### config.mk
export PLATFORM = sky130hd
export DESIGN_NAME = osc_monitor
export DESIGN_NICKNAME = d
export VERILOG_FILES = /design/src/rtl/osc_mon_pkg.sv /design/src/rtl/osc_mon_chan.sv /design/src/rtl/osc_monitor.sv
export SDC_FILE = /design/constraint.sdc
export NUM_CORES = 1
export LEC_CHECK = 0
export BUFFER_PORTS_ARGS = -buffer_cell sky130_fd_sc_hd__buf_2
export CORE_UTILIZATION = 25
export CTS_CLUSTER_DIAMETER = 50
export DETAILED_ROUTE_END_ITERATION = 7
export MAX_ROUTING_LAYER = met4
export PLACE_DENSITY_LB_ADDON = 0.3
export SLEW_MARGIN = 40
export SYNTH_ARGS = -nofsm -noshare
export SYNTH_HDL_FRONTEND = slang
export SYNTH_SLANG_ARGS = --single-unit
### constraint.sdc
create_clock -name clk -period 2.2 [get_ports clk]
set_input_delay 0.11 -clock clk [delete_from_list [all_inputs] [get_ports clk]]
set_output_delay 0.11 -clock clk [all_outputs]
set_load 0.05 [all_outputs]
### src/rtl/osc_mon_pkg.sv
// Shared types and width helpers for the oscillation monitor.
//   state_t  : monitor control state (IDLE, ARM, RUN)
//   tcnt_w   : toggle-counter width able to hold 0..window
//   streak_w : streak-counter width able to hold 0..confirm
package osc_mon_pkg;

    typedef enum logic [1:0] {
        IDLE = 2'd0,
        ARM  = 2'd1,
        RUN  = 2'd2
    } state_t;

    function automatic int tcnt_w(input int window);
        return $clog2(window + 1);
    endfunction

    function automatic int streak_w(input int confirm);
        return $clog2(confirm + 1);
    endfunction

endpackage

### src/rtl/osc_mon_chan.sv
// One monitored probe channel: edge detect, per-window toggle count,
// consecutive-hit streak, sticky detect flag and sticky mismatch flag.
//   clk, rst_n : clock, synchronous active-low reset
//   cap        : ARM cycle, load the sample register
//   run        : counting enabled (RUN with a valid previous sample)
//   win_end    : last cycle of the current window
//   clr        : clear sticky flag/mismatch (a coinciding set wins)
//   probe      : synchronised probe bit
//   exp_flag   : predicted oscillation, sampled at window end
//   flag       : sticky detected oscillation
//   mismatch   : sticky disagreement between flag and exp_flag
module osc_mon_chan
    import osc_mon_pkg::*;
#(
    parameter int WINDOW  = 16,
    parameter int THRESH  = 8,
    parameter int CONFIRM = 2
) (
    input  logic clk,
    input  logic rst_n,
    input  logic cap,
    input  logic run,
    input  logic win_end,
    input  logic clr,
    input  logic probe,
    input  logic exp_flag,
    output logic flag,
    output logic mismatch
);

    localparam int TCNT_W   = tcnt_w(WINDOW);
    localparam int STREAK_W = streak_w(CONFIRM);
    localparam logic [TCNT_W:0]     THR_C = (TCNT_W+1)'(THRESH);
    localparam logic [TCNT_W:0]     WIN_C = (TCNT_W+1)'(WINDOW);
    localparam logic [STREAK_W-1:0] CNF_C = STREAK_W'(CONFIRM);

    logic                prev;
    logic [TCNT_W-1:0]   tcnt;
    logic [STREAK_W-1:0] streak;

    logic                tgl;
    logic [TCNT_W:0]     tsum;
    logic                hit;
    logic [STREAK_W-1:0] streak_nxt;
    logic                set;
    logic                flag_nxt;
    logic                mis_nxt;

    always_comb begin
        tgl        = run & (probe ^ prev);
        // The toggle seen in the window-end cycle still counts toward that window.
        tsum       = {1'b0, tcnt} + {{TCNT_W{1'b0}}, tgl};
        hit        = (tsum >= THR_C);
        streak_nxt = '0;
        if (hit)
            streak_nxt = (streak == CNF_C) ? streak : streak + 1'b1;
        set        = win_end & hit & (streak_nxt == CNF_C);
        // Set has priority over clr so no detection event is lost.
        flag_nxt   = set | (flag & ~clr);
        mis_nxt    = (win_end & (flag_nxt != exp_flag)) | (mismatch & ~clr);
    end

    always_ff @(posedge clk) begin
        if (!rst_n) begin
            prev     <= 1'b0;
            tcnt     <= '0;
            streak   <= '0;
            flag     <= 1'b0;
            mismatch <= 1'b0;
        end else begin
            prev <= (cap | run) ? probe : 1'b0;
            if (!run) begin
                tcnt   <= '0;
                streak <= '0;
            end else if (win_end) begin
                tcnt   <= '0;
                streak <= streak_nxt;
            end else begin
                tcnt <= (tsum > WIN_C) ? WIN_C[TCNT_W-1:0] : tsum[TCNT_W-1:0];
            end
            flag     <= flag_nxt;
            mismatch <= mis_nxt;
        end
    end

endmodule

### src/rtl/osc_monitor.sv
// Multi-channel oscillation detector for combinational-loop probe nets.
// Counts probe toggles per channel over fixed windows and raises a sticky
// flag after CONFIRM consecutive windows at or above THRESH toggles; the
// flags are compared with a predicted vector at every window end.
//   clk, rst_n : clock, synchronous active-low reset
//   en         : monitoring enable; 0 holds window/toggle/streak state at zero
//   clr        : pulse clearing osc_flag and mismatch
//   probe      : NUM_CH synchronised probe bits
//   exp_flag   : NUM_CH predicted oscillation flags
//   osc_flag   : NUM_CH sticky detection flags
//   osc_any    : OR of osc_flag
//   win_done   : pulse on the last cycle of each window
//   mismatch   : NUM_CH sticky flag/prediction disagreement
module osc_monitor
    import osc_mon_pkg::*;
#(
    parameter int NUM_CH  = 8,
    parameter int WINDOW  = 16,
    parameter int THRESH  = 8,
    parameter int CONFIRM = 2
) (
    input  logic              clk,
    input  logic              rst_n,
    input  logic              en,
    input  logic              clr,
    input  logic [NUM_CH-1:0] probe,
    input  logic [NUM_CH-1:0] exp_flag,
    output logic [NUM_CH-1:0] osc_flag,
    output logic              osc_any,
    output logic              win_done,
    output logic [NUM_CH-1:0] mismatch
);

    localparam int WCNT_W = $clog2(WINDOW);
    localparam logic [WCNT_W-1:0] WLAST = WCNT_W'(WINDOW - 1);

    state_t             state, state_nxt;
    logic [WCNT_W-1:0]  wcnt;
    logic               prev_valid;
    logic               cap;
    logic               run;
    logic               win_end;

    always_comb begin
        state_nxt = state;
        case (state)
            IDLE:    if (en) state_nxt = ARM;
            ARM:     state_nxt = en ? RUN : IDLE;
            RUN:     if (!en) state_nxt = IDLE;
            default: state_nxt = IDLE;
        endcase
        cap     = (state == ARM) & en;
        run     = (state == RUN) & en & prev_valid;
        win_end = run & (wcnt == WLAST);
    end

    always_ff @(posedge clk) begin
        if (!rst_n) begin
            state      <= IDLE;
            wcnt       <= '0;
            prev_valid <= 1'b0;
        end else begin
            state      <= state_nxt;
            // The sample register holds a real probe value exactly while in RUN.
            prev_valid <= (state_nxt == RUN);
            if (!run || win_end)
                wcnt <= '0;
            else
                wcnt <= wcnt + 1'b1;
        end
    end

    for (genvar i = 0; i < NUM_CH; i++) begin : g_ch
        osc_mon_chan #(
            .WINDOW  (WINDOW),
            .THRESH  (THRESH),
            .CONFIRM (CONFIRM)
        ) u_chan (
            .clk      (clk),
            .rst_n    (rst_n),
            .cap      (cap),
            .run      (run),
            .win_end  (win_end),
            .clr      (clr),
            .probe    (probe[i]),
            .exp_flag (exp_flag[i]),
            .flag     (osc_flag[i]),
            .mismatch (mismatch[i])
        );
    end

    assign win_done = win_end;
    assign osc_any  = |osc_flag;

endmodule
# After elaboration in Yosys (flattened, before gate mapping)
# Index checks and enable logic that the tools add are counted.
[word_totals]
reg_bits = 87
output_inout_bits = 18
[classes]
n_addsub = 17
eq_ne = 28
n_lt_le_gt_ge = 16
bitwise = 80
n_reduce_logical = 16
mux = 28
[op_table]
columns = ["op", "n"]
rows = [
  ["1-bit bitwise AND", 52],
  ["5-bit by 1-bit adder with 6-bit output", 8],
  ["6-bit by 4-bit >= comparator with 1-bit output, second input constant", 8],
  ["6-bit by 5-bit greater-than comparator with 1-bit output, second input constant", 8],
  ["5-bit 2-to-1 mux", 8],
  ["2-bit 2-to-1 mux", 19],
  ["2-bit equality test, second input constant", 18],
  ["4-bit OR reduction", 8],
  ["1-bit bitwise OR", 17],
  ["2-bit by 1-bit adder with 2-bit output, second input constant", 8],
  ["1-bit inequality test", 8],
  ["8-bit OR reduction", 1],
  ["1-bit bitwise XOR", 8],
  ["2-bit one-hot mux with 3 select lines", 1],
  ["4-bit by 1-bit adder with 4-bit output, second input constant", 1],
  ["4-bit equality test, second input constant", 1],
  ["2-bit AND reduction", 2],
  ["1-bit inverter", 3],
  ["3-bit OR reduction", 1],
  ["2-bit by 1-bit equality test with 1-bit output, second input constant", 1],
  ["2-bit logical NOT", 1],
  ["2-bit OR reduction", 1],
  ["1-bit logical NOT", 1],
  ["1-bit logical OR", 1],
]

# Depth between registers and ports, before layout
# Gate-level depths: netlist (run 1).
[depth]
ltp_word = 13
ltp_mapped = 10
mapped_depth_nobuf = 9

# Hierarchy
# Synthesis (run 1) repeated with hierarchy kept, for this count alone.
[hier_totals]
hier_cells = 456
hier_area_um2 = 4266.6
[modules_own_cells]
columns = ["module", "seq_area_each_um2", "n_inst", "area_each_um2", "cells_each"]
rows = [
  ["osc_mon_chan", 200.2, 8, 496.7, 53],
  ["osc_monitor", 140.1, 1, 292.8, 32],
]

# Worst setup path after synthesis (run 1)
# No wires, ideal clock.
[synth_path]
path_kind = "register to register"
from = "register state[0]"
to = "register g_ch[4].u_chan.mismatch"
period_less_slack_ps = 2183
path_slack_ps = 17
setup_ps = 124
arrival_time_ps = 2059
path_stages_with_launch = 11
required_ps = 2076
cell_sequence = "dfxtp_1 > nand4b_1 > clkbuf_1 > nor2_1 > ha_1 > ha_1 > nor3b_1 > mux2i_1 > a32oi_1 > xor2_1 > o21ai_0"
[synth_between]
elab_chain_cells = 13
elab_cells_between_ends = 15
classes_between = "add/sub (1); order compare (1); eq/ne (3); mux (1); bitwise (9)"
[synth_lines]
columns = ["item", "line_no", "rtl"]
rows = [
  ["from (decl)", "osc_monitor.sv:37", "state_t state, state_nxt;"],
  ["from (signal assigned)", "osc_monitor.sv:63", "state <= state_nxt;"],
  ["2-bit equality test (*)", "osc_monitor.sv:53", "run = (state == RUN) & en & prev_valid;"],
  ["1-bit bitwise AND (*) (2 in series)", "osc_monitor.sv:53", ""],
  ["1-bit bitwise AND", "osc_mon_chan.sv:50", "tgl = run & (probe ^ prev);"],
  ["5-bit by 1-bit adder with 6-bit output", "osc_mon_chan.sv:52", "tsum = {1'b0, tcnt} + {{TCNT_W{1'b0}}, tgl};"],
  ["6-bit by 4-bit >= comparator with 1-bit output", "osc_mon_chan.sv:53", "hit = (tsum >= THR_C);"],
  ["2-bit 2-to-1 mux", "osc_mon_chan.sv:55", "if (hit)"],
  ["2-bit equality test", "osc_mon_chan.sv:57", "set = win_end & hit & (streak_nxt == CNF_C);"],
  ["1-bit bitwise AND", "osc_mon_chan.sv:57", ""],
  ["1-bit bitwise OR", "osc_mon_chan.sv:59", "flag_nxt = set | (flag & ~clr);"],
  ["1-bit inequality test", "osc_mon_chan.sv:60", "mis_nxt = (win_end & (flag_nxt != exp_flag)) | (mismatch & ~clr);"],
  ["1-bit bitwise AND (*)", "osc_mon_chan.sv:60", ""],
  ["1-bit bitwise OR (*)", "osc_mon_chan.sv:60", ""],
  ["to (signal assigned)", "osc_mon_chan.sv:82", "mismatch <= mis_nxt;"],
  ["to (decl)", "osc_mon_chan.sv:28", "output logic mismatch"],
]
# Every way passes the cells marked *; elsewhere a longest branch is shown, timed or not.
# A chain may end at the register's enable or synchronous reset.

# Final worst setup path (run 1)
[layout_path]
from = "register state[0]"
to = "output win_done"
[layout_between]
elab_chain_cells = 4
[layout_lines]
columns = ["item", "line_no", "rtl"]
rows = [
  ["2-bit equality test", "osc_monitor.sv:53", ""],
  ["1-bit bitwise AND (2 in series)", "osc_monitor.sv:53", ""],
  ["1-bit bitwise AND", "osc_monitor.sv:54", "win_end = run & (wcnt == WLAST);"],
  ["to (decl)", "osc_monitor.sv:30", "output logic win_done,"],
]
# No other way between the ends.

==> results of run 1 <==
==> Yosys cell counts, drive strengths merged (2+ instances only) <==
cell    number
a211oi       3
a21oi       19
a22oi        8
a31oi        8
a32oi        6
a41oi        2
and2        27
and3        10
buf         21
clkbuf       8
dfxtp       87
ha          25
inv         20
mux2i        9
nand2       26
nand3       26
nor2        46
nor2b       19
nor3         9
nor3b       13
nor4         2
o21ai       10
or2          2
or2b         2
or3          2
xnor2       21
xor2        21
==> per-layer routing <==
| layer | global-route usage | routed length [µm] | vias up |
|---|---|---|---|
| met4 | 0.0274 | 121 | 0 |
| met1 | 0.123 | 3820 | 1507 |
| li1 | - | - | 1602 |
| met2 | 0.182 | 4420 | 26 |
| met5 | - | 0 | - |
| met3 | 0.0340 | 252 | 11 |
==> final timing paths <==
kind                                                          from                            endpoint  slack (ns)  cells past startpoint
worst min-delay path                                      probe[0]      g_ch[0].u_chan.prev$_SDFF_PN0_        0.01                      2
worst min register to register  g_ch[0].u_chan.mismatch$_SDFF_PN0_  g_ch[0].u_chan.mismatch$_SDFF_PN0_        0.45                      2
worst max-delay path                           state[0]$_SDFF_PN0_                            win_done         0.1                      6
worst max register to register                 state[0]$_SDFF_PN0_  g_ch[6].u_chan.mismatch$_SDFF_PN0_         0.1                     10
==> layout make-up <==
type | instances | area share
Multi-Input combinational cell | 319 | 0.463
Sequential cell | 87 | 0.350
Timing Repair Buffer | 56 | 0.0681
Tap cell | 216 | 0.0543
Clock buffer | 12 | 0.0475
Inverter | 20 | 0.0151
Clock inverter | 2 | 0.00201
==> through the flow <==
step | hold slack, ns | total power (µW) | setup TNS [ns] | std cells | utilization
after floorplan | 0.232 | 1640 | 0 | 455 | -
after global routing | 0.00571 | 3090 | -0.245 | 712 | 0.312
after CTS | 0.00465 | 3010 | 0 | 705 | 0.297
after detailed placement | 0.346 | 1680 | 0 | 688 | 0.278
after global placement | 0.343 | 1680 | 0 | 688 | 0.278
final | 0.0118 | 2970 | 0 | 712 | 0.312
==> placed cells by master, fill, tap and decap left out, drive strengths merged, types with 6 or more instances in the layout <==
master	instances
nor2	46
xnor2	21
nor3	9
inv	20
o21ai	10
ha	25
xor2	21
and2	27
nand3	26
nand2	26
mux2i	9
a31oi	8
clkbuf	12
and3	10
buf	53
a21oi	19
a32oi	6
nor2b	19
dfxtp	87
nor3b	13
a22oi	8
==> power by group <==
group | internal [µW] | switching, µW
logic | 33.7 | 30.6
registers | 1580 | 2.20
clock network | 749 | 570
total | 2360 | 603
==> kinds of logic after synthesis <==
family | synth area share
AO/OA/AOI/OAI | 0.0847
multiplexers | 0.0219
flip-flops | 0.424
AND/OR/NAND/NOR | 0.239
adder cells (fa/ha/maj) | 0.0762
XOR/XNOR | 0.0896
buffers and inverters | 0.0643
==> state kept, by name, summed over array words and instances, names as in the netlist <==
name / count
g_ch.u_chan.tcnt: 40
g_ch.u_chan.streak: 16
g_ch.u_chan.flag: 8
g_ch.u_chan.mismatch: 8
g_ch.u_chan.prev: 8
wcnt: 4
state: 2
prev_valid: 1
==> what timing repair did <==
action,in CTS,in global routing
setup buffers,0,7
hold endpoints to repair,3,0
resized for setup,2,44
hold buffers,3,0
pin swaps,1,14
gates cloned,0,0
endpoints found under the setup margin,3,30
==> impl_metrics.env, run 1 <==
export IMPL_pin_count=38
export IMPL_cp_num_buf_inv=4
export IMPL_place_port_buffers=37
export IMPL_drv_cap=0
export IMPL_start_kind="flip-flop"
export IMPL_max_slew_worst_pin_slew_ns=0.667
export IMPL_fin_crit_ns=2.10
export IMPL_cts_tree="built"
export IMPL_ys_types=35
export IMPL_antenna_cells=0
export IMPL_vias_per_cell=4.42
export IMPL_fin_skew_ns=0.00595
export IMPL_clk_pin_slew_ns=0.06
export IMPL_wire_per_inst_um=12.1
export IMPL_slowest_stage="buf_2"
export IMPL_nets=538
export IMPL_placed_area_mm2=0.00444
export IMPL_ant_nets=0
export IMPL_hold_class="input pin to flip-flop"
export IMPL_die_area_mm2=0.0169
export IMPL_crit_fanout=15
export IMPL_antenna_found_initial=0
export IMPL_max_stage_delay_ns=0.33
export IMPL_final_area_mm2=0.00498
export IMPL_period_share=0.957
export IMPL_path_class="flip-flop to primary output"
export IMPL_synth_edf_count=0
export IMPL_numCtsBuffers=9
export IMPL_place_congestion=0.766
export IMPL_synthCells=455
export IMPL_async_reset_ff_frac=0
export IMPL_design_core_area_mm2=0.0159
export IMPL_required_ns=2.09
export IMPL_ys_seq_area_frac=0.424
export IMPL_wl_mm=8.61
export IMPL_cts_htree_levels=3
export IMPL_grt_overflow_total=0
export IMPL_regArea_mm2=0.00174
export IMPL_fill_cells=1659
export IMPL_leakage_uw=0.00190
export IMPL_area_delta_synth_final_pct=21.2
export IMPL_synthDominantCellAreaShare=0.424
export IMPL_clk_latency_ns=0.34
export IMPL_via_count=3146
export IMPL_synth_area_mm2=0.00411
export IMPL_cp_data_arrival_time_ns=1.99
export IMPL_ys_ff_latch=87
export IMPL_relSlewSlack=0.555
export IMPL_peakVddDrop_mv=0.436
export IMPL_multi_input_area_mm2=0.00230
export IMPL_drt_initial_drc_count=134
export IMPL_synthesis_nets=500
export IMPL_cp_end_kind="primary output"
export IMPL_drive_gt1_frac=0.222
export IMPL_fp_dieH_um=130
export IMPL_rows=46
export IMPL_setup_ws_ns=0.0951
export IMPL_ys_flop_type="dfxtp_1"
export IMPL_powerDensity_mw_per_mm2=596
export IMPL_run_status="completed"
export IMPL_drc=0
export IMPL_dieWidth_um=130
export IMPL_grt_pass1_wl_mm=13.8
export IMPL_firstDrtPassIters=4
export IMPL_path_cells="nand4b_1 > buf_6 > buf_4 > or2_1 > inv_2 > buf_2"
export IMPL_synth_top_cell_by_area="dfxtp_1"
export IMPL_start_util=0.257
export IMPL_crit_family="buffers and inverters"
export IMPL_finalSetupViolations=0
export IMPL_grt_pass1_vias=3011
export IMPL_grt_max_degree=21
export IMPL_maxSlewViolCount=0
export IMPL_dp_slack_ns=0.00136
export IMPL_post_dp_hpwl_mm=6.39
export IMPL_grt_usage=0.108
export IMPL_clock_sinks=87
export IMPL_max_freq_ghz=0.475
export IMPL_syn_area_per_cell_um2=9.02
export IMPL_hold_violations=0
export IMPL_cts_buffer_depth=2
export IMPL_synthTopCellsByArea="dfxtp_1 42%, ha_1 7.6%, xnor2_1 4.5%, xor2_1 4.5%, nor2_1 4.2%"
export IMPL_ys_warn_count=0
export IMPL_rsz0062_at_grt="true"
export IMPL_cts_root_buf="clkbuf_16"
Power figures use the tool's default switching activity.
==> inputs of run 2 (changes only) <==
Settings changed: PLACE_DENSITY_LB_ADDON 0.3 to unset.
==> impl_metrics.env, run 2 (synthesis gave the netlist of run 1 again) <==
export IMPL_start_util=0.257
export IMPL_antenna_cells=0
export IMPL_post_dp_hpwl_mm=6.27
export IMPL_slowest_stage="dfxtp_2"
export IMPL_r2r_start="state[0]$_SDFF_PN0_"
export IMPL_max_slew_worst_pin_slew_ns=0.644
export IMPL_rows=46
export IMPL_reg_top3="g_ch.u_chan.tcnt: 40 flops, g_ch.u_chan.streak: 16 flops"
export IMPL_relSlewSlack=0.571
export IMPL_max_freq_ghz=0.467
export IMPL_p_total_uw=3030
export IMPL_firstDrtPassIters=4
export IMPL_mostFrequentLayoutCell="dfxtp_1"
export IMPL_numCtsBuffers=9
export IMPL_vias_per_cell=4.46
export IMPL_path_cells="nand4b_1 > buf_6 > nor2_1 > ha_2 > ha_1 > buf_4 > nand3_1 > xor2_2 > a31oi_1 > nor3b_2 > and2_1"
export IMPL_max_stage_delay_ns=0.33
export IMPL_cts_htree_levels=3
export IMPL_drv_cap=0
export IMPL_drc=0
export IMPL_run_status="completed"
export IMPL_clock_sinks=87
export IMPL_area_delta_synth_final_pct=22.1
export IMPL_final_cell_mix="85 x dfxtp_1, 45 x nor2_1, 36 x buf_2"
export IMPL_largest_reg_flops=40
export IMPL_grt_pass1_wl_mm=14.1
export IMPL_nets=540
export IMPL_dieWidth_um=130
export IMPL_cts_buffer_depth=2
export IMPL_required_ns=2.43
export IMPL_place_port_buffers=37
export IMPL_rr_worst_depth=11
export IMPL_largest_register="g_ch.u_chan.tcnt"
export IMPL_clk_latency_ns=0.33
export IMPL_cp_end_kind="flip-flop"
export IMPL_grt_overflow_total=0
export IMPL_cts_root_buf="clkbuf_16"
export IMPL_rsz0062_at_grt="true"
export IMPL_hp_start="probe[2]"
export IMPL_pin_count=38
export IMPL_drt_initial_drc_count=135
export IMPL_start_kind="flip-flop"
export IMPL_cts_tree="built"
export IMPL_cp_data_arrival_time_ns=2.37
export IMPL_wire_per_inst_um=12.2
export IMPL_grt_pass1_vias=3074
export IMPL_dp_slack_ns=-0.0379
export IMPL_grt_max_degree=21
export IMPL_hold_class="input pin to flip-flop"
export IMPL_setup_ws_ns=0.0564
export IMPL_drive_gt1_frac=0.225
export IMPL_fin_skew_ns=0.00734
export IMPL_finalSetupViolations=0
export IMPL_fin_crit_ns=2.14
export IMPL_hold_violations=0
export IMPL_leakage_uw=0.00192
export IMPL_design_core_area_mm2=0.0159
export IMPL_cp_startpoint="state[0]$_SDFF_PN0_"
export IMPL_maxSlewViolCount=0
export IMPL_via_count=3188
export IMPL_antenna_found_initial=0
export IMPL_min_path_cells=2
export IMPL_path_class="flip-flop to flip-flop"
export IMPL_fp_dieH_um=130
export IMPL_period_share=0.974
export IMPL_grt_usage=0.109
export IMPL_powerDensity_mw_per_mm2=604
export IMPL_place_congestion=0.744
export IMPL_clk_pin_slew_ns=0.06
export IMPL_wl_mm=8.71
export IMPL_peakVddDrop_mv=0.382
export IMPL_die_area_mm2=0.0169
export IMPL_crit_fanout=9
export IMPL_ant_nets=0
## run 2: cell type report
| class | instances | area, µm² |
|---|---|---|
| clock inverters | 1 | 5.00 |
| well taps | 216 | 270 |
| repair buffers | 58 | 354 |
| clock buffers | 13 | 260 |
| inverters | 20 | 76.3 |
| flip-flops and latches | 87 | 1740 |
| fillers | 1668 | 10900 |
| multi-input cells | 319 | 2300 |
## run 2: worst max-delay path, delay by kind of cell (launching register included)
kind,cells,cell delay [ns]
AO/OA/AOI/OAI,1,0.20
XOR/XNOR,1,0.19
AND/OR/NAND/NOR,5,0.66
buffers and inverters,2,0.29
adder cells (fa/ha/maj),2,0.37
flip-flops,1,0.33
## run 2: path summary, 6_finish.rpt
check | end | slack (ns)
max | g_ch[0].u_chan.tcnt[0]$_SDFF_PP0_ | 0.06
min | g_ch[2].u_chan.prev$_SDFF_PN0_ | 0.008
min reg2reg | state[0]$_SDFF_PN0_ | 0.43
max reg2reg | g_ch[0].u_chan.tcnt[0]$_SDFF_PP0_ | 0.06
## run 2: stage by stage
step | cell area [µm²] | hold slack (ns) | TNS (ns) | std cells | util
global route | 5010 | 0.0231 | -0.756 | 714 | 0.314
global placement | 4470 | 0.344 | 0 | 692 | 0.280
floorplan | 4110 | 0.232 | 0 | 455 | -
CTS | 4780 | 0.000226 | 0 | 708 | 0.300
finish | 5010 | 0.00839 | 0 | 714 | 0.314
detailed placement | 4470 | 0.348 | -0.124 | 692 | 0.280
## run 2: per-layer routing
layer	wire (µm)	track usage
met5	0	-
met4	144	0.0328
met3	226	0.0271
met2	4360	0.179
met1	3970	0.131
## run 2: power breakdown
group	internal (µW)	switching, µW	total [µW]
registers	1580	2.98	1580
clock network	813	572	1390
logic	30.7	29.3	60.0
total	2420	605	3030
## run 2: timing repair
item	4_1_cts	5_1_grt
pin swaps	2	7
hold buffers	2	0
endpoints found under the setup margin	7	34
resized for setup	5	45
endpoints found under the hold margin	2	0
buffers inserted	0	6
==> inputs of run 3 (changes only) <==
--- a/config.mk
+++ b/config.mk
@@ -6,6 +6,7 @@
 export NUM_CORES = 1
 export LEC_CHECK = 0
-export BUFFER_PORTS_ARGS = -buffer_cell sky130_fd_sc_hd__buf_2
+export BUFFER_PORTS_ARGS = -buffer_cell sky130_fd_sc_hd__clkbuf_2
 export CORE_UTILIZATION = 25
+export CTS_BUF_LIST = sky130_fd_sc_hd__clkbuf_16
 export CTS_CLUSTER_DIAMETER = 50
 export DETAILED_ROUTE_END_ITERATION = 7
==> constraint.sdc (replaced) <==
create_clock -name clk -period 2.2 [get_ports clk]
set_input_delay 0.44 -clock clk [delete_from_list [all_inputs] [get_ports clk]]
set_output_delay 0.44 -clock clk [all_outputs]
set_load 0.05 [all_outputs]
==> impl_metrics.env, run 3 (synthesis gave the netlist of run 1 again) <==
export IMPL_crit_fanout=9
export IMPL_fin_skew_ns=0.00760
export IMPL_max_slew_worst_pin_slew_ns=0.555
export IMPL_hold_class="input pin to flip-flop"
export IMPL_run_status="completed"
export IMPL_multi_input_area_mm2=0.00230
export IMPL_layoutNonFillerInstCount=728
export IMPL_placed_area_mm2=0.00463
export IMPL_design_core_area_mm2=0.0159
export IMPL_powerDensity_mw_per_mm2=630
export IMPL_mostFrequentLayoutCell="dfxtp_1"
export IMPL_rsz0062_at_grt="true"
export IMPL_area_delta_synth_final_pct=25.7
export IMPL_dp_cells=711
export IMPL_fin_crit_ns=2.11
export IMPL_drt_initial_drc_count=96
export IMPL_peakVddDrop_mv=0.509
export IMPL_antenna_cells=0
export IMPL_path_class="flip-flop to primary output"
export IMPL_grt_max_degree=21
export IMPL_ant_nets=0
export IMPL_fp_dieH_um=130
export IMPL_regArea_mm2=0.00174
export IMPL_largest_reg_flops=40
export IMPL_post_dp_hpwl_mm=6.38
export IMPL_grt_usage=0.110
export IMPL_clk_pin_slew_ns=0.06
export IMPL_cts_buffer_depth=2
export IMPL_vias_per_cell=4.38
export IMPL_clock_sinks=87
export IMPL_drc=0
export IMPL_largest_register="g_ch.u_chan.tcnt"
export IMPL_place_congestion=0.800
export IMPL_cts_root_buf="clkbuf_16"
export IMPL_cts_htree_levels=3
export IMPL_cp_data_arrival_time_ns=1.67
export IMPL_reg_top3="g_ch.u_chan.tcnt: 40 flops, g_ch.u_chan.streak: 16 flops"
export IMPL_leakage_uw=0.00203
export IMPL_min_path_cells=2
export IMPL_dieWidth_um=130
export IMPL_maxSlewViolCount=0
export IMPL_start_util=0.257
export IMPL_clk_latency_ns=0.34
export IMPL_relSlewSlack=0.629
export IMPL_drv_cap=0
export IMPL_fill_cells=1663
export IMPL_grt_pass1_vias=3112
export IMPL_totalNegativeSetupSlack_ns=0
export IMPL_max_freq_ghz=0.474
export IMPL_rr_worst_depth=11
export IMPL_rows=46
export IMPL_antenna_found_initial=0
export IMPL_wl_mm=8.68
export IMPL_firstDrtPassIters=4
export IMPL_die_area_mm2=0.0169
export IMPL_final_cell_mix="87 x dfxtp_1, 44 x nor2_1, 36 x clkbuf_2"
export IMPL_finalSetupViolations=0
export IMPL_drive_gt1_frac=0.246
export IMPL_place_port_buffers=37
export IMPL_postCtsHoldBufs=0
export IMPL_start_kind="flip-flop"
export IMPL_cp_end_kind="primary output"
export IMPL_pin_count=38
export IMPL_wire_per_inst_um=11.9
export IMPL_hold_violations=0
export IMPL_final_area_mm2=0.00516
export IMPL_cts_tree="built"
export IMPL_period_share=0.960
export IMPL_numCtsBuffers=9
export IMPL_grt_overflow_total=0
export IMPL_grt_pass1_wl_mm=14.1
export IMPL_nets=552
export IMPL_via_count=3188
export IMPL_required_ns=1.76
run 3: routing by layer:
layer | vias up | track usage | share of wire
li1 | 1627 | - | -
met1 | 1516 | 0.130 | 0.46
met2 | 41 | 0.180 | 0.50
met3 | 4 | 0.0381 | 0.039
met4 | 0 | 0.0219 | 0.0032
met5 | - | - | 0
run 3: metrics by stage:
step	utilization	hold WS (ns)	worst slack (ns)	power [µW]
2_1_floorplan	-	0.418	0.0499	1640
3_5_place_dp	0.290	0.445	-0.132	1680
3_3_place_gp	0.290	0.425	-0.0962	1680
6_report	0.324	0.325	0.0885	3250
5_1_grt	0.324	0.325	-0.0553	3360
4_1_cts	0.310	0.318	0.0107	3290
run 3: worst max-delay path, stage by stage (launching register included):
cell,delay (ns)
dfxtp_1,0.31
nand4b_1,0.18
buf_6,0.16
buf_4,0.15
or2_1,0.25
clkinv_4,0.12
buf_12,0.14
run 3: area by class of cell:
| class | count | share of cell area |
|---|---|---|
| Clock inverter | 7 | 0.0172 |
| Clock buffer | 9 | 0.0436 |
| Timing Repair Buffer | 70 | 0.0875 |
| Inverter | 20 | 0.0155 |
| Tap cell | 216 | 0.0524 |
| Sequential cell | 87 | 0.337 |
| Multi-Input combinational cell | 319 | 0.446 |
run 3: power by group:
part	total (µW)	internal, µW	leakage, µW	switching (µW)
clock network	1600	986	0.000154	619
registers	1580	1580	0.000701	2.21
logic	62.7	33.1	0.00117	29.6
run 3: path summary, 6_finish.rpt:
path                                          from                                     to  slack (ns)
min                                       probe[3]         g_ch[3].u_chan.prev$_SDFF_PN0_        0.33
min reg2reg  g_ch[0].u_chan.streak[1]$_SDFFE_PN0P_  g_ch[0].u_chan.streak[1]$_SDFFE_PN0P_        0.45
max                            state[0]$_SDFF_PN0_                               win_done        0.09
max reg2reg                    state[0]$_SDFF_PN0_      g_ch[6].u_chan.tcnt[0]$_SDFF_PP0_        0.09
run 3: timing repair:
item / CTS / global route
setup buffers: 0 / 1
resized for setup: 1 / 44
pin swaps: 0 / 9
endpoints found under the setup margin: 1 / 28
